===== config.mk =====
export PLATFORM = sky130hd
export DESIGN_NAME = cache_perf_counter
export DESIGN_NICKNAME = d
export VERILOG_FILES = /design/src/rtl/cache_perf_counter.sv
export SDC_FILE = /design/constraint.sdc
export NUM_CORES = 1
export LEC_CHECK = 0
export ABC_CLOCK_PERIOD_IN_PS = 13810
export BUFFER_PORTS_ARGS = -buffer_cell sky130_fd_sc_hd__buf_2
export CORE_MARGIN = 2
export CORE_UTILIZATION = 50
export CTS_BUF_LIST = sky130_fd_sc_hd__clkbuf_8
export CTS_CLUSTER_DIAMETER = 80
export CTS_CLUSTER_SIZE = 25
export DETAILED_ROUTE_END_ITERATION = 12
export PLACE_DENSITY = 0.66
export SLEW_MARGIN = 15
export SYNTH_ARGS = -nofsm -noshare
export SYNTH_HDL_FRONTEND = slang
export SYNTH_SLANG_ARGS = --single-unit
export TNS_END_PERCENT = 100

===== constraint.sdc =====
create_clock -name clk -period 13.81 [get_ports clk]
set_clock_uncertainty 0.2 [all_clocks]
set_input_delay 1.381 -clock clk [delete_from_list [all_inputs] [get_ports clk]]
set_output_delay 1.381 -clock clk [all_outputs]
set_load 0.05 [all_outputs]

===== src/rtl/cache_perf_counter.sv =====
// -----------------------------------------------------------------------------
// cache_perf_counter
//
// Performance monitor for the set-associative cache. It watches the CPU<->cache
// handshake and keeps eight saturating live counters. A snapshot bank holds
// copies of those counters, and a registered select port reads them back. When
// window_len is non-zero, the block takes a snapshot and clears the live
// counters automatically every window_len enabled cycles.
//
// Counter index (the same numbering is used by rd_sel and ovf):
//   0 rd_acc   1 wr_acc   2 rd_miss   3 wr_miss
//   4 rd_stall 5 wr_stall 6 rd_ret    7 cycles
//
// Ports:
//   clk           in   rising-edge clock
//   rst           in   synchronous active-low reset
//   enable        in   1 = live counters and window counter advance
//   cpu_valid     in   CPU request valid
//   cpu_rw        in   request type, 0 = read, 1 = write
//   cache_stopped in   cache stall indication
//   cache_ready   in   read data returned
//   clear         in   pulse: zero live counters, window counter and ovf
//   snap          in   pulse: copy next-state live counters into the snapshot bank
//   window_len    in   window length in enabled cycles, 0 = window mode off
//   rd_sel        in   snapshot index to read
//   rd_data       out  registered snapshot value selected by rd_sel
//   snap_done     out  one-cycle pulse after any snapshot
//   ovf           out  sticky per-counter saturation flags
// -----------------------------------------------------------------------------
module cache_perf_counter #(
  parameter int CNT_W = 32,
  parameter int WIN_W = 16
) (
  input  logic             clk,
  input  logic             rst,
  input  logic             enable,
  input  logic             cpu_valid,
  input  logic             cpu_rw,
  input  logic             cache_stopped,
  input  logic             cache_ready,
  input  logic             clear,
  input  logic             snap,
  input  logic [WIN_W-1:0] window_len,
  input  logic [2:0]       rd_sel,
  output logic [CNT_W-1:0] rd_data,
  output logic             snap_done,
  output logic [7:0]       ovf
);

  localparam int IDX_RD_ACC   = 0;
  localparam int IDX_WR_ACC   = 1;
  localparam int IDX_RD_MISS  = 2;
  localparam int IDX_WR_MISS  = 3;
  localparam int IDX_RD_STALL = 4;
  localparam int IDX_WR_STALL = 5;
  localparam int IDX_RD_RET   = 6;
  localparam int IDX_CYCLES   = 7;

  logic [CNT_W-1:0] r_cnt    [8];
  logic [CNT_W-1:0] r_shadow [8];
  logic [WIN_W-1:0] r_win_cnt;
  logic             r_pend_rw;
  logic             r_prev_stopped;
  logic [CNT_W-1:0] r_rd_data;
  logic             r_snap_done;
  logic [7:0]       r_ovf;

  logic [7:0]       w_inc;
  logic [7:0]       w_sat;
  logic [CNT_W-1:0] w_cnt_next [8];
  logic             w_accept;
  logic             w_miss;
  logic             w_win_last;
  logic             w_snap_any;
  logic             w_live_clr;

  assign w_accept = cpu_valid & ~cache_stopped;
  assign w_miss   = cache_stopped & ~r_prev_stopped;

  // Miss and stall events are charged to the access that r_pend_rw names. That
  // is the last request type seen while the cache was not stopped.
  // NOTE: every signal assigned in an always_comb gets a default at the top,
  // so no path leaves it unassigned and no latch is inferred.
  always_comb begin
    w_inc               = '0;
    w_inc[IDX_RD_ACC]   = w_accept & ~cpu_rw;
    w_inc[IDX_WR_ACC]   = w_accept &  cpu_rw;
    w_inc[IDX_RD_MISS]  = w_miss & ~r_pend_rw;
    w_inc[IDX_WR_MISS]  = w_miss &  r_pend_rw;
    w_inc[IDX_RD_STALL] = cache_stopped & ~r_pend_rw;
    w_inc[IDX_WR_STALL] = cache_stopped &  r_pend_rw;
    w_inc[IDX_RD_RET]   = cache_ready;
    w_inc[IDX_CYCLES]   = 1'b1;
    if (!enable) begin
      w_inc = '0;
    end
  end

  // Next-state value of each counter. An increment requested while the counter
  // is all-ones is dropped and flagged as a saturation event.
  always_comb begin
    for (int i = 0; i < 8; i++) begin
      w_sat[i]      = w_inc[i] & (&r_cnt[i]);
      w_cnt_next[i] = r_cnt[i];
      if (w_inc[i] && !w_sat[i]) begin
        w_cnt_next[i] = r_cnt[i] + CNT_W'(1);
      end
    end
  end

  // The comparison is >= rather than ==. If window_len shrinks below the
  // current count, the window closes on the next enabled cycle instead of
  // waiting for the counter to wrap.
  assign w_win_last = enable && (window_len != '0) &&
                      (r_win_cnt >= window_len - WIN_W'(1));
  assign w_snap_any = snap | w_win_last;
  assign w_live_clr = clear | w_win_last;

  // NOTE: sequential state uses non-blocking assignments only. Every register
  // then samples the pre-edge values, whatever the statement order.
  always_ff @(posedge clk) begin
    if (!rst) begin
      // NOTE: the snapshot bank is a register array, not a RAM, and it must
      // read back 0 after reset, so it is reset explicitly.
      for (int i = 0; i < 8; i++) begin
        r_cnt[i]    <= '0;
        r_shadow[i] <= '0;
      end
      r_win_cnt      <= '0;
      r_pend_rw      <= 1'b0;
      r_prev_stopped <= 1'b0;
      r_rd_data      <= '0;
      r_snap_done    <= 1'b0;
      r_ovf          <= '0;
    end else begin
      // The handshake trackers follow the bus even while counting is disabled.
      r_prev_stopped <= cache_stopped;
      if (!cache_stopped) begin
        r_pend_rw <= cpu_rw;
      end

      for (int i = 0; i < 8; i++) begin
        if (w_snap_any) begin
          r_shadow[i] <= w_cnt_next[i];
        end
        r_cnt[i] <= w_live_clr ? '0 : w_cnt_next[i];
      end

      // A window end clears the live counters but leaves ovf set. Only an
      // explicit clear removes the sticky flags.
      if (clear) begin
        r_ovf <= '0;
      end else begin
        r_ovf <= r_ovf | w_sat;
      end

      if (w_live_clr || (window_len == '0)) begin
        r_win_cnt <= '0;
      end else if (enable) begin
        r_win_cnt <= r_win_cnt + WIN_W'(1);
      end

      r_snap_done <= w_snap_any;
      r_rd_data   <= r_shadow[rd_sel];
    end
  end

  assign rd_data   = r_rd_data;
  assign snap_done = r_snap_done;
  assign ovf       = r_ovf;

endmodule


==> flow_summary.ini, run 1 <==
[worst_setup_path]
start_kind = input port
critical_path_arrival_ns = 6.39
cp_cell_sequence = buf_2, inv_1, ha_1, or3b_1, or4_4, nor3b_1, xnor2_1, ha_1, nand4_1, nor3_1, a32oi_1, a211oi_1, or3_4, buf_4
crit_type = in2reg
crit_cells = 14
critical_path_peak_fanout = 89
crit_path_max_incr_delay_ns = 0.96
end_kind = flip-flop
crit_buf_inv = 3
path_delay_family = simple AND/OR/NAND/NOR gates
required_ns = 13.94
critPathMostFrequentCell = ha_1
cpMaxStageDelayCell = buf_4
reg2reg_depth = 7

[synthesis]
ys_warn_count = 0
synth_seq_cells = 571
ys_async_sr_fraction = 0
synth_nets = 2427
synth_edf_count = 256
netlist_instances = 2373
ys.flop_type = dfxtp_1
synth.avg_cell_area_um2 = 10.7
synth_area_um2 = 25400
ys_seq_area_frac = 0.550
synth_cell_types = 58

[floorplan]
start_util = 0.507
dieArea_um2 = 52700
ios = 69
row_count = 82
die_w_um = 230
core_area_um2 = 50200
die_h_um = 230

[placed_design]
hpwl_mm = 44.9
post-place-ws_ns = 6.81
place_area_um2 = 26100
port_buffers = 68
gp_congestion = 0.892

[clock_network]
cts_hold_buf = 0
clk-insertion-delay-late_ns = 0.72
cts-buffers-inserted = 29
post_cts_buffers = 0
clk_pin_slew_ns = 0.13
clock-sinks = 571
cts_resized = 0
cts_root_buffer = clkbuf_8
clk_path_buf_depth = 3
htree_levels = 1
cts_tree = yes

[sta]
maxSlewViolCount = 0
finalCritPeriodShare = 0.453
period_needed_ns = 6.26
slew_headroom = 0.158
rsz0062_at_grt = no
hold_viol_final = 0
worst_pin_slew_ns = 1.25
whs_ns = 0.280
fin_setup_tns_ns = 0
fmax_mhz = 160
worst_slack_ns = 7.55
setup_viol = 0

[min_path]
whs_path_depth = 2
hp-class = reg2reg

[power_and_ir_drop]
p_per_area_nw_per_um2 = 103
ir_drop_uv = 78.5
p_leak_nw = 9.14

[detailed_routing]
wl_per_cell_um = 20.6
via_per_inst = 5.79
drtIter0Drc = 1804
drt_first_pass_iters = 7
via_count = 17800
drc = 0
totalWireLength_mm = 63.3
antenna_left = 0

[final_layout]
syn_to_final_growth_pct = 4.98
antenna_cells = 0
layout-drive-gt1-share = 0.0881
final_util = 0.532
fill_cells = 4370
layout.area.seq_um2 = 14000
design_area_um2 = 26700
num-nets-final = 2437
multi_input_area_um2 = 10800

[grt]
grt_use_total = 0.236
grt_pass1_wl_mm = 96.2
grt_start_max_net_pins = 190
overflow = 0
grt_pass1_vias = 16500
antenna_found_initial = 2

[outcome]
status = finished clean

[job]
max_cap_viol_count = 0
## metal layers
metal	up-vias	wire, um	GRT usage
met4	2	1560	0.0613
met3	76	5500	0.0527
met5	-	57	0
met2	612	27400	0.350
li1	8369	-	-
met1	8748	28700	0.349
## worst paths after layout
path,start,slack (ns),to
worst max register to register,r_win_cnt[13]$_SDFFE_PP0P_,9.47,r_shadow[1][15]$_SDFFCE_PN0P_
worst max-delay path,window_len[0],7.55,r_shadow[1][15]$_SDFFCE_PN0P_
worst min register to register,ovf[6]$_SDFF_PP0_,0.28,ovf[6]$_SDFF_PP0_
worst min-delay path,ovf[6]$_SDFF_PP0_,0.28,ovf[6]$_SDFF_PP0_
## per-stage QoR
step                      total power [mW]  cells
after floorplan                       1.99   2373
after global placement                2.04   3024
after detailed placement              2.04   3024
after CTS                             2.77   3078
after global routing                  2.84   3078
final                                 2.75   3078
## cells in the mapped netlist, drive strengths merged (3+ instances only)
| master | n | area share |
|---|---|---|
| nor3 | 49 | 0.0096 |
| edfxtp | 256 | 0.30 |
| xor2 | 158 | 0.054 |
| nand3 | 121 | 0.024 |
| nor2b | 7 | 0.0017 |
| buf | 55 | 0.017 |
| a21oi | 16 | 0.0031 |
| nor4b | 3 | 0.0010 |
| and2 | 22 | 0.0054 |
| or2 | 6 | 0.0015 |
| inv | 25 | 0.0037 |
| mux4 | 64 | 0.057 |
| o211ai | 6 | 0.0018 |
| nor3b | 6 | 0.0018 |
| o21ai | 11 | 0.0023 |
| xnor2 | 104 | 0.036 |
| a31oi | 8 | 0.0020 |
| clkbuf | 45 | 0.0066 |
| mux2i | 50 | 0.020 |
| dfxtp | 315 | 0.25 |
| nor2 | 633 | 0.094 |
| nor4 | 36 | 0.010 |
| and3 | 41 | 0.010 |
| nand4 | 108 | 0.027 |
| and4 | 35 | 0.012 |
| nand3b | 4 | 0.0012 |
| nand2b | 7 | 0.0017 |
| a211oi | 8 | 0.0026 |
| nand4b | 9 | 0.0031 |
| ha | 26 | 0.013 |
| or4 | 6 | 0.0019 |
| and4b | 5 | 0.0020 |
| or3 | 4 | 0.00098 |
| nand2 | 104 | 0.015 |
## power by group
| part | total [mW] | switching [mW] | internal [mW] |
|---|---|---|---|
| combinational | 0.177 | 0.124 | 0.0526 |
| sequential | 1.83 | 0.0221 | 1.81 |
| clock | 0.746 | 0.535 | 0.211 |
| total | 2.75 | 0.682 | 2.07 |
## kinds of logic (layout without fill, tap and decap cells)
logic type | after synthesis | in the layout | share of synthesized area
multiplexers | 115 | 115 | 0.0768
XOR/XNOR | 262 | 262 | 0.0902
buffers and inverters | 125 | 158 | 0.0273
AO/OA/AOI/OAI | 61 | 61 | 0.0160
adder cells (fa/ha/maj) | 26 | 26 | 0.0128
AND/OR/NAND/NOR | 1213 | 1213 | 0.227
flip-flops | 571 | 571 | 0.550
## flip-flops by register name, indices dropped and copies added (netlist names)
name            count
snap_done           1
r_win_cnt          16
r_cnt             256
ovf                 8
r_shadow          256
r_prev_stopped      1
rd_data            32
r_pend_rw           1
## final cells by class
| class | count | area share |
|---|---|---|
| Inverter | 25 | 0.00351 |
| Clock buffer | 29 | 0.0149 |
| Tap cell | 672 | 0.0315 |
| Clock inverter | 25 | 0.00567 |
| Timing Repair Buffer | 79 | 0.0164 |
| Multi-Input combinational cell | 1677 | 0.404 |
| Sequential cell | 571 | 0.524 |
## layout by cell type (no fill, tap or decap), drive strengths merged, types with 4 or more instances in the layout
cell,netlist,final
or4,6,6
mux2i,50,50
or2,6,6
a21oi,16,16
o21ai,11,11
and2,22,22
nand2,104,104
o211ai,6,6
nand4,108,108
mux4,64,64
clkbuf,45,29
clkinvlp,0,4
nor2,633,633
and3,41,41
nand4b,9,9
nor4,36,36
or3,4,4
a31oi,8,8
xor2,158,158
xnor2,104,104
inv,25,41
edfxtp,256,256
clkinv,0,5
nor3b,6,6
a211oi,8,8
ha,26,26
and4b,5,5
buf,55,79
nand2b,7,7
nand3b,4,4
nor3,49,49
dfxtp,315,315
nor2b,7,7
and4,35,35
nand3,121,121
## worst min-delay path: cells and delay by family, from the launching register on
family	cells	cell delay [ns]
AO/OA/AOI/OAI	1	0.04
AND/OR/NAND/NOR	1	0.07
flip-flops	1	0.34
Note: power is estimated with default switching activity, not from simulation.
==> inputs of run 2 (changes only) <==
--- a/config.mk
+++ b/config.mk
@@ -5,7 +5,7 @@
 export SDC_FILE = /design/constraint.sdc
 export NUM_CORES = 1
 export LEC_CHECK = 0
-export ABC_CLOCK_PERIOD_IN_PS = 13810
+export ABC_CLOCK_PERIOD_IN_PS = 6400
 export BUFFER_PORTS_ARGS = -buffer_cell sky130_fd_sc_hd__buf_2
 export CORE_MARGIN = 2
 export CORE_UTILIZATION = 50
==> constraint.sdc (replaced) <==
create_clock -name clk -period 6.4 [get_ports clk]
set_clock_uncertainty 0.2 [all_clocks]
set_input_delay 0.64 -clock clk [delete_from_list [all_inputs] [get_ports clk]]
set_output_delay 0.64 -clock clk [all_outputs]
set_load 0.05 [all_outputs]
==> run 2 against run 1 <==
  * Cell area increased by 1.5%
  * First-iteration DRC count decreased by 2.6%
  * Die area unchanged
  * Worst setup slack got worse by 5.6 ns
  * Sequential share of layout area fell by 0.75 points
  * Register-to-register slack worse by 6.8 ns
  * Critical path type unchanged
  * Utilization up 0.78 points
==> flow_summary.ini, run 2 (same netlist as run 1, synthesis figures left out) <==
[outcome]
status = finished clean

[floorplan]
dieArea_um2 = 52700
die_h_um = 230
ios = 69
die_w_um = 230
row_count = 82
start_util = 0.507
core_area_um2 = 50200

[detailed_routing]
wl_per_cell_um = 20.6
route.met3.wl_mm = 4.90
via_count = 18000
antenna_left = 0
routed.top_layer = met5
wl_met2_mm = 27.9
drc = 0
drtIter0Drc = 1757
drt_first_pass_iters = 6
via_per_inst = 5.80
totalWireLength_mm = 64.0
met1_length_mm = 29.5

[clock_network]
post_cts_buffers = 0
cts_tree = yes
cts-buffers-inserted = 29
clk_path_buf_depth = 3
clk_pin_slew_ns = 0.14
cts_root_buffer = clkbuf_8
clock-sinks = 571
clk-insertion-delay-late_ns = 0.70
htree_levels = 1
cts_hold_buf = 0
cts_resized = 0

[power_and_ir_drop]
pwr-share-comb = 0.065
clkPwrFrac = 0.291
power.switching_mw = 1.48
p_sw_frac = 0.241
p_leak_nw = 9.37
p_per_area_nw_per_um2 = 226
pwr-share-seq = 0.644
ir_drop_uv = 156
internal_power_mw = 4.65

[worst_setup_path]
critical_path_peak_fanout = 42
crit_type = in2reg
critical_path_arrival_ns = 4.65
end_kind = flip-flop
start_kind = input port
required_ns = 6.59

[final_layout]
final_common_cell = nor2_1
layout.area.seq_um2 = 14000
antenna_cells = 0
num-nets-final = 2462
final_cell_mix = nor2_1, dfxtp_1, edfxtp_1
syn_to_final_growth_pct = 6.51
layout-drive-gt1-share = 0.0959
fill_cells = 4391
multi_input_area_um2 = 10800
final_util = 0.540

[placed_design]
hpwl_mm = 46.7
port_buffers = 68
gp_congestion = 0.890

[min_path]
hp-class = in2reg

[grt]
grt_use_total = 0.240
grt_start_max_net_pins = 98
grt_pass1_vias = 16800
antenna_found_initial = 4
grt_pass1_wl_mm = 98.1
overflow = 0

[sta]
fin_setup_tns_ns = 0
fmax_mhz = 224
worst_pin_slew_ns = 1.14
maxSlewViolCount = 0
rsz0062_at_grt = no
slew_headroom = 0.232
finalCritPeriodShare = 0.696
period_needed_ns = 4.45
hold_viol_final = 0
setup_viol = 0

[job]
max_cap_viol_count = 0
-- run 2: cell types whose count changed in the layout (fill, tap and decap cells not counted), sizes merged --
cell / change
buf: +25
bufinv: +4
clkinvlp: -4
clkinv: -3
clkbuf: +1
inv: +1
-- run 2: worst max-delay path, stage by stage --
cell	delay (ns)
buf_2	0.10
inv_1	0.07
ha_1	0.18
or3b_1	0.40
or4_4	0.48
nor3b_1	0.24
xnor2_1	0.10
ha_1	0.27
nand4_1	0.14
nor3_1	0.20
a32oi_1	0.14
a211oi_1	0.57
or3_4	0.69
buf_4	0.37
-- run 2: metrics by stage --
step                area, um2  power (mW)  setup WS [ns]  hold WS, ns  instances
detailed placement      26400        4.43           1.17        0.258       3049
CTS                     27100        6.16           1.91       0.0263       3102
finish                  27100        6.13           1.95       0.0679       3102
global placement        26400        4.42           1.28        0.251       3049
floorplan               25400        4.28          0.757        0.285       2373
global route            27100        6.32           1.56       0.0740       3102
-- run 2: layer usage --
layer	global-route usage	vias up
met1	0.357	8777
met3	0.0378	93
met5	0	-
met2	0.363	682
li1	-	8430
met4	0.0674	4
-- run 2: final cells by class --
type	count	area share
inverters	25	0.00346
multi-input cells	1677	0.397
well taps	672	0.0310
repair buffers	104	0.0272
clock buffers	30	0.0152
flip-flops and latches	571	0.517
clock inverters	23	0.00901
-- run 2: power groups by stage --
stage          sequential [mW]  combinational (mW)  clock, mW
2_1_floorplan             4.05               0.227          0
3_3_place_gp              4.02               0.397          0
3_5_place_dp              4.03               0.400          0
4_1_cts                   3.95               0.401       1.82
5_1_grt                   3.95               0.423       1.94
6_report                  3.95               0.398       1.79
-- run 2: worst paths after layout --
path / start / endpoint / slack, ns / cells after the start
setup reg to reg: r_pend_rw$_SDFFE_PN0N_ / r_shadow[4][31]$_SDFFCE_PN0P_ / 2.72 / 6
setup / recovery: window_len[0] / r_shadow[5][31]$_SDFFCE_PN0P_ / 1.95 / 14
hold / removal: cpu_rw / r_pend_rw$_SDFFE_PN0N_ / 0.07 / 3
hold reg to reg: ovf[5]$_SDFF_PP0_ / ovf[5]$_SDFF_PP0_ / 0.29 / 2
